[src/rtl/mux_pkg.sv]
// mux_pkg
// Shared definitions for channel_scan_mux and its scan_counter:
//   state_t    - controller states (IDLE, MANUAL, SCAN, STALL)
//   CNT_W      - width of the dwell counter, wide enough for DWELL up to 255
//   sel_width  - channel-select width for a given channel count, never below 1
package mux_pkg;

  typedef enum logic [1:0] {
    IDLE   = 2'd0,
    MANUAL = 2'd1,
    SCAN   = 2'd2,
    STALL  = 2'd3
  } state_t;

  localparam int CNT_W = 8;

  function automatic int sel_width(input int n);
    int c;
    c = $clog2(n);
    return (c < 1) ? 1 : c;
  endfunction

endpackage

[src/rtl/scan_counter.sv]
// scan_counter
// Dwell counter plus wrapping channel pointer used by the auto-scan mode.
// Ports:
//   clk, rst  - clock, asynchronous active-high reset
//   clr       - restart the scan: counter and pointer to 0
//   adv       - a sample was taken: counter to 0, pointer to next channel
//   hold      - freeze counter and pointer
//   ch_ptr    - channel currently being dwelt on
//   term      - counter is at its terminal value DWELL-1
// Control priority is clr > adv > hold > count.
module scan_counter
  import mux_pkg::*;
#(
  parameter int N_CH  = 4,
  parameter int DWELL = 4,
  parameter int SEL_W = 2
) (
  input  logic             clk,
  input  logic             rst,
  input  logic             clr,
  input  logic             adv,
  input  logic             hold,
  output logic [SEL_W-1:0] ch_ptr,
  output logic             term
);

  logic [CNT_W-1:0] cnt;

  assign term = (cnt == CNT_W'(DWELL - 1));

  always_ff @(posedge clk or posedge rst) begin
    if (rst) begin
      cnt    <= '0;
      ch_ptr <= '0;
    end else if (clr) begin
      cnt    <= '0;
      ch_ptr <= '0;
    end else if (adv) begin
      cnt    <= '0;
      ch_ptr <= (ch_ptr == SEL_W'(N_CH - 1)) ? '0 : ch_ptr + SEL_W'(1);
    end else if (!hold) begin
      cnt <= cnt + CNT_W'(1);
    end
  end

endmodule

[src/rtl/channel_scan_mux.sv]
// channel_scan_mux
// Registered N_CH-to-1 channel multiplexer with a manual-select mode and an
// auto-scan mode that dwells DWELL cycles per channel, behind a valid/ready
// output handshake.
// Ports:
//   clk, rst   - clock, asynchronous active-high reset
//   en         - 1 = running, 0 = idle (outputs frozen, pending sample kept)
//   mode       - 0 = manual select via s, 1 = auto scan
//   w          - packed channel data, channel k at [k*W +: W]
//   s          - manual channel select
//   y, ch      - captured sample and the channel it came from
//   out_valid  - y/ch hold a sample not yet accepted
//   out_ready  - consumer accepts when out_valid && out_ready
//   sel_err    - one-cycle pulse after an out-of-range manual select is captured
module channel_scan_mux
  import mux_pkg::*;
#(
  parameter int  N_CH  = 4,
  parameter int  W     = 8,
  parameter int  DWELL = 4,
  localparam int SEL_W = sel_width(N_CH)
) (
  input  logic              clk,
  input  logic              rst,
  input  logic              en,
  input  logic              mode,
  input  logic [N_CH*W-1:0] w,
  input  logic [SEL_W-1:0]  s,
  output logic [W-1:0]      y,
  output logic [SEL_W-1:0]  ch,
  output logic              out_valid,
  input  logic              out_ready,
  output logic              sel_err
);

  state_t           state;
  logic             load_slot;
  logic             consumed;
  logic             s_bad;
  logic [W-1:0]     man_data;
  logic [W-1:0]     scan_data;
  logic [SEL_W-1:0] ch_ptr;
  logic             term;
  logic             scan_entry;
  logic             scan_capture;
  logic             counting;

  // A new sample may only be written when the output register is empty or
  // is being drained this cycle.
  assign load_slot = !out_valid || out_ready;
  assign consumed  = out_valid && out_ready;
  assign s_bad     = int'(s) >= N_CH;

  // Scan counter controls: restart on entry into scan, advance on every
  // scan capture, count only while dwelling below the terminal value.
  assign scan_entry   = en && mode && (state == IDLE || state == MANUAL);
  assign scan_capture = en && mode && load_slot &&
                        ((state == SCAN && term) || state == STALL);
  assign counting     = en && mode && (state == SCAN) && !term;

  // Channel selection; an out-of-range manual select matches no channel and
  // therefore yields zero.
  always_comb begin
    man_data  = '0;
    scan_data = '0;
    for (int k = 0; k < N_CH; k++) begin
      if (s == SEL_W'(k)) man_data = w[k*W +: W];
      if (ch_ptr == SEL_W'(k)) scan_data = w[k*W +: W];
    end
  end

  scan_counter #(
    .N_CH  (N_CH),
    .DWELL (DWELL),
    .SEL_W (SEL_W)
  ) u_scan_counter (
    .clk    (clk),
    .rst    (rst),
    .clr    (scan_entry),
    .adv    (scan_capture),
    .hold   (!counting),
    .ch_ptr (ch_ptr),
    .term   (term)
  );

  // Controller and output register. Any cycle without a capture drains an
  // accepted sample; a capture overrides that because it reloads out_valid.
  // A mode change only switches state, so a pending sample survives it.
  always_ff @(posedge clk or posedge rst) begin
    if (rst) begin
      state     <= IDLE;
      y         <= '0;
      ch        <= '0;
      out_valid <= 1'b0;
      sel_err   <= 1'b0;
    end else begin
      sel_err <= 1'b0;
      if (consumed) out_valid <= 1'b0;
      if (!en) begin
        state <= IDLE;
      end else begin
        case (state)
          IDLE: state <= mode ? SCAN : MANUAL;
          MANUAL: begin
            if (mode) begin
              state <= SCAN;
            end else if (load_slot) begin
              y         <= man_data;
              ch        <= s;
              out_valid <= 1'b1;
              sel_err   <= s_bad;
            end
          end
          SCAN, STALL: begin
            if (!mode) begin
              state <= MANUAL;
            end else if (scan_capture) begin
              y         <= scan_data;
              ch        <= ch_ptr;
              out_valid <= 1'b1;
              state     <= SCAN;
            end else if (state == SCAN && term) begin
              state <= STALL;
            end
          end
          default: state <= IDLE;
        endcase
      end
    end
  end

endmodule
[config.mk]
export PLATFORM = sky130hd
export DESIGN_NAME = channel_scan_mux
export DESIGN_NICKNAME = d
export VERILOG_FILES = /design/src/rtl/mux_pkg.sv /design/src/rtl/scan_counter.sv /design/src/rtl/channel_scan_mux.sv
export SDC_FILE = /design/constraint.sdc
export NUM_CORES = 1
export LEC_CHECK = 0
export ABC_AREA = 1
export ABC_CLOCK_PERIOD_IN_PS = 5200
export CAP_MARGIN = 5
export CORE_MARGIN = 2
export CORE_UTILIZATION = 45
export DETAILED_ROUTE_END_ITERATION = 7
export HOLD_SLACK_MARGIN = 0.15
export PLACE_DENSITY = 0.76
export SLEW_MARGIN = 40
export SYNTH_ARGS = -nofsm -noshare
export SYNTH_HDL_FRONTEND = slang
export SYNTH_HIERARCHICAL = 1
export SYNTH_SLANG_ARGS = --single-unit
[constraint.sdc]
create_clock -name clk -period 5.2 [get_ports clk]
set_input_delay 0.52 -clock clk [delete_from_list [all_inputs] [get_ports clk]]
set_output_delay 0.52 -clock clk [all_outputs]
set_load 0.005 [all_outputs]
# Yosys cells after proc, flatten, opt, wreduce, memory -nomap -nowiden
# Cells that the tools add are included.
[classes] n_addsub=2 multipliers=0 div_mod_pow=0 magnitude_cmp=0 n_eq_ne=16 shift=0 muxes=38 bitwise=0 reduce_logical=22
[ops] op="$mux 8" n=15
[ops] op="$mux 2" n=13
[ops] op="$pmux 8 s2" n=1
[ops] op="$eq 2x2->1 const B" n=6
[ops] op="$add 8x1->8 const B" n=1
[ops] op="$eq 8x2->1 const B" n=1
[ops] op="$logic_and 1x1->1" n=8
[ops] op="$ne 2x2->1 const B" n=4
[ops] op="$eq 2x1->1 const B" n=3
[ops] op="$logic_not 2->1" n=3
[ops] op="$mux 1" n=6
[ops] op="$pmux 2 s3" n=1
[ops] op="$reduce_and 6->1" n=1
[ops] op="$ne 5x5->1 const B" n=1
[ops] op="$pmux 2 s2" n=1
[ops] op="$reduce_bool 2->1" n=2
[ops] op="$logic_or 1x1->1" n=3
[ops] op="$ne 3x3->1 const B" n=1
[ops] op="$reduce_bool 3->1" n=1
[ops] op="$add 2x1->2 const B" n=1
[ops] op="$logic_not 1->1" n=2
[ops] op="$pmux 1 s2" n=1
[ops] op="$reduce_and 2->1" n=1
[ops] op="$reduce_or 2->1" n=1
[word_totals] register_bits=23 latch_bits=0 ramBits=0 romBits=0 in_bits=39 out_inout_bits=12 wordCells=84 mem_count=0

# Depth between registers and ports, before layout
[logic_depth] ltp_word=8 ltp_mapped=13 depth_no_buf=13

# Modules after synthesis
# The synthesis kept the hierarchy.
[by_module_without_submodules] mod="channel_scan_mux" n_inst=1 cells_each=206 area_each_um2=1194.9 seq_area_each_um2=325.3
[by_module_without_submodules] mod="scan_counter" n_inst=1 cells_each=66 area_each_um2=546.8 seq_area_each_um2=250.2

# Least setup slack after synthesis
# Ideal clock, no wire load.
[synth_timing] kind="reg-to-reg" startpoint="register u_scan_counter.cnt[0]" endpoint="register u_scan_counter.cnt[5]" t_arrival_ps=1515 slack_ps=3563 stages_incl_launch_ff=13 n_path_buf=0 period_less_slack_ps=1637 cell_sequence="dfrtp_1 ha_1 nand2_1 nor3_1 inv_2 nand2_1 inv_1 nand2_1 inv_2 nand3_1 nor2_1 o21ai_1 nor2_1"
[synth_via] elab_chain_len=6 word_cells_on_any_way=11 classes_between="1 x add/sub; 1 x eq/ne; 3 x mux; 6 x reduce/logical"
[synth_lines] item="start: declaration" line="scan_counter.sv:27" rtl="logic [CNT_W-1:0] cnt;"
[synth_lines] item="start signal: assignment" line="scan_counter.sv:42" rtl="cnt <= cnt + CNT_W'(1);"
[synth_lines] item="$eq 8x2->1 (*)" line="scan_counter.sv:29" rtl="assign term = (cnt == CNT_W'(DWELL - 1));"
[synth_lines] item="named net term" line="channel_scan_mux.sv:43" rtl="logic term;"
[synth_lines] item="$logic_and 1x1->1" line="channel_scan_mux.sv:58" rtl="((state == SCAN && term) || state == STALL);"
[synth_lines] item="$logic_or 1x1->1" line="channel_scan_mux.sv:58"
[synth_lines] item="$logic_and 1x1->1" line="channel_scan_mux.sv:57" rtl="assign scan_capture = en && mode && load_slot &&"
[synth_lines] item="$mux 8" line="scan_counter.sv:38" rtl="end else if (adv) begin"
[synth_lines] item="$mux 8" line="scan_counter.sv:35" rtl="end else if (clr) begin"
# The timed path passes the listed nets; every way through them passes the cells marked *. The select of a mux whose other input is x is not followed.
# A chain may end at the register's enable or synchronous reset.

# Worst setup path after layout
[layout_timing] startpoint="register state[1]" endpoint="register u_scan_counter.cnt[7]"
[layout_via] elab_chain_len=6 word_cells_on_any_way=14 classes_between="3 x eq/ne; 2 x mux; 9 x reduce/logical"
[layout_lines] item="start: declaration" line="channel_scan_mux.sv:36" rtl="state_t state;"
[layout_lines] item="start signal: assignment" line="channel_scan_mux.sv:103" rtl="IDLE: state <= mode ? SCAN : MANUAL;"
[layout_lines] item="$eq 2x2->1" line="channel_scan_mux.sv:58, channel_scan_mux.sv:59"
[layout_lines] item="$logic_and 1x1->1" line="channel_scan_mux.sv:58"
[layout_lines] item="$logic_or 1x1->1" line="channel_scan_mux.sv:58"
[layout_lines] item="$logic_and 1x1->1" line="channel_scan_mux.sv:57"
[layout_lines] item="$mux 8" line="scan_counter.sv:38"
[layout_lines] item="$mux 8" line="scan_counter.sv:35"
# Parallel ways exist; a longest one is shown, timed or not.

==> run summary <==
status -> finished clean
final setup TNS -> 0 ns
Post-CTS Setup Bufs -> 0
Synth top area share -> 33.0%
CTS tree -> built
GRT met3 Usage -> 3.07%
Hold Slack -> 0.485 ns
mapped cell area -> 1740 sq um
Post-CTS Resized -> 0
placed cell area -> 2250 sq um
via count -> 1925
Final period util -> 38.3%
Distinct cells, synth -> 25
total power -> 0.487 mW
Post-Layout Inst Area -> 2290 sq um
EDFF count, synth -> 0
Synth Register Bits -> 23
DRT Pass-1 Iters -> 5
required time of the critical path -> 5.35 ns
H-tree levels -> 1
# setup viols final -> 0
Cell Chain, Critical Path -> inv_2 -> nor2_4 -> nand2_1 -> inv_2 -> nand3_1 -> nor2_1 -> nand3_1 -> nand2_1 -> nor2_1
pre-CTS WS -> 2.99 ns
Layout Nets -> 359
wirelength, routed -> 4790 um
Clock Latency Late Sink -> 0.26 ns
Starting Density -> 47.2%
synth-to-layout area growth -> 31.7%
drc violations -> 0
Hold Path Class -> reg -> reg
fillcell total -> 365
sequential area share after synthesis -> 33.0%
grt peak-use layer -> met2
GRT overflow -> 0
Peak VDD IR -> 0.190 mV
Critical Path Source Type -> flip-flop
Mapped Cells -> 272
Synth area leaders -> dfrtp_1, nand2_1, nand3_1, a21oi_1, inv_1
M2 GR Usage -> 44.8%
Synth top cells by count -> nand2_1, nand3_1, inv_1
Clk Tree Root Cell -> clkbuf_8
hold-fix buffers at CTS -> 0
Pwr Density -> 212 nW/um^2
routed vias/inst -> 5.27
most common cell in the synthesized netlist -> nand2_1
Num CTS Buffers -> 3
# Max-Cap Violations -> 0
Top FF cell, synth -> dfrtp_1
grt met1 use -> 28.1%
Worst Max-Slew Pin Slew -> 0.677 ns
Reg clk slew, reported paths -> 0.08 ns
Placed Instances -> 361
die span in y -> 66.2 um
cell taking the most area after synthesis -> dfrtp_1
site row count -> 22
Syn Nets -> 313
Synth warnings -> 6
Worst Path Arrival -> 2.15 ns
Setup crit end kind -> flip-flop
Post-synth ARST share -> 100%
first-pass GRT wire length -> 8170 um
RSZ-0062 raised after global routing -> false
Die Wd -> 66.2 um
Final Hold Fails -> 0
# diodes -> 0
Max-slew headroom -> 54.9%
area of the core -> 3690 sq um
Tmin final -> 1.99 ns
Clock Path Buffers -> 2
Critical-path top delay cell -> dfrtp_1
fin util -> 62.2%
fraction of layout cells with a size suffix above 1 -> 7.89%
CP bufs+invs -> 2
routability-driven placement congestion ratio -> 0.795
initial antenna violation count -> 0
Critical Path Fanout Max -> 15
Die Area -> 4380 sq um
clock sink count -> 23
largest net degree at the start of global routing -> 22
final-report max-slew violation count -> 0
Top delay family on crit path -> simple AND/OR/NAND/NOR gates
Mapped Avg Cell Area -> 6.40 sq um
global router's overall resource usage -> 23.7%
Static Leak -> 1.14 nW
post-layout worst setup margin -> 3.21 ns
wire per inst -> 13.1 um
vias in the first global route -> 1877
Top-Level Pins -> 51
# port buffers -> 49
post-route insts no fill -> 365
final setup skew -> 0.00300 ns
Max Clk Rate -> 502 MHz
CP max stage delay -> 0.69 ns
antenna-violating nets left -> 0
Initial DRC Count -> 206
WS Path Type -> reg -> reg
placed wire-length estimate -> 3560 um
## layout by cell type (no fill, tap or decap)
| cell | synthesis | routed |
|---|---|---|
| nand3_4 | 1 | 1 |
| inv_2 | 9 | 9 |
| o21ai_0 | 12 | 12 |
| conb_1 | 1 | 1 |
| nor2_2 | 2 | 2 |
| nor2_1 | 9 | 9 |
| ha_1 | 2 | 2 |
| o21ai_1 | 10 | 10 |
| clkdlybuf4s50_1 | 0 | 49 |
| a21oi_4 | 1 | 1 |
| nand3_1 | 40 | 40 |
| inv_1 | 25 | 25 |
| a21oi_1 | 22 | 22 |
| clkinv_1 | 1 | 1 |
| nand2_1 | 93 | 93 |
| dfrtp_1 | 23 | 23 |
| o211a_1 | 1 | 1 |
| clkbuf_8 | 0 | 3 |
| nand2_2 | 2 | 2 |
| nor3_1 | 3 | 3 |
| nand3_2 | 3 | 3 |
| clkbuf_1 | 1 | 1 |
| nor3_2 | 1 | 1 |
| nor2_4 | 2 | 2 |
| nor3b_2 | 1 | 1 |
## metal layers
metal / up-vias / share of wire, %
li1: 967 / -
met1: 866 / 42
met2: 79 / 50
met3: 13 / 6.3
met4: 0 / 1.6
met5: - / 0
## registers in the layout, summed over array words and instances (netlist names)
signal                 count
u_scan_counter/cnt         8
out_valid                  1
u_scan_counter/ch_ptr      2
state                      2
ch                         2
y                          8
## power breakdown
group	total (mW)	switching, mW	internal (mW)
combinational	0.157	0.0687	0.0885
sequential	0.222	0.0196	0.203
clock	0.108	0.0531	0.0545
## path summary, 6_finish.rpt
check                      startpoint                  endpoint  slack [ns]  depth (start not counted)
setup reg to reg             state[1]     u_scan_counter/cnt[7]        3.21                          9
setup / recovery             state[1]     u_scan_counter/cnt[7]        3.21                          9
min in group asynchronous         rst  u_scan_counter/ch_ptr[0]        0.57                          2
hold reg to reg                  y[0]                      y[0]        0.49                          2
max in group asynchronous         rst                  state[0]        4.24                          2
hold / removal                   y[0]                      y[0]        0.49                          2
## worst min-delay path, cell delays in order, from the launching register on
cell and delay (ns):
dfrtp_1 0.35, nand2_1 0.05, nand2_1 0.05
## logic make-up (layout without fill, tap and decap cells)
group           count (synthesis)  count (layout)  share of synthesized area [%]
compound gates                 46              46                           14.2
other cells                     1               1                          0.215
buf+inv                        43              88                           10.1
flops                          23              23                           33.0
fa+ha+maj                       2               2                           1.44
simple gates                  157             157                           41.1
## layout make-up
cell class | instances | area [sq um] | share of cell area, %
timing repair buffer | 49 | 490 | 21.4
clock buffer | 4 | 45.0 | 1.96
multi-input combinational | 206 | 991 | 43.2
tap | 48 | 60.1 | 2.62
inverter | 35 | 131 | 5.73
sequential | 23 | 576 | 25.1
(Power assumes the default switching activity.)
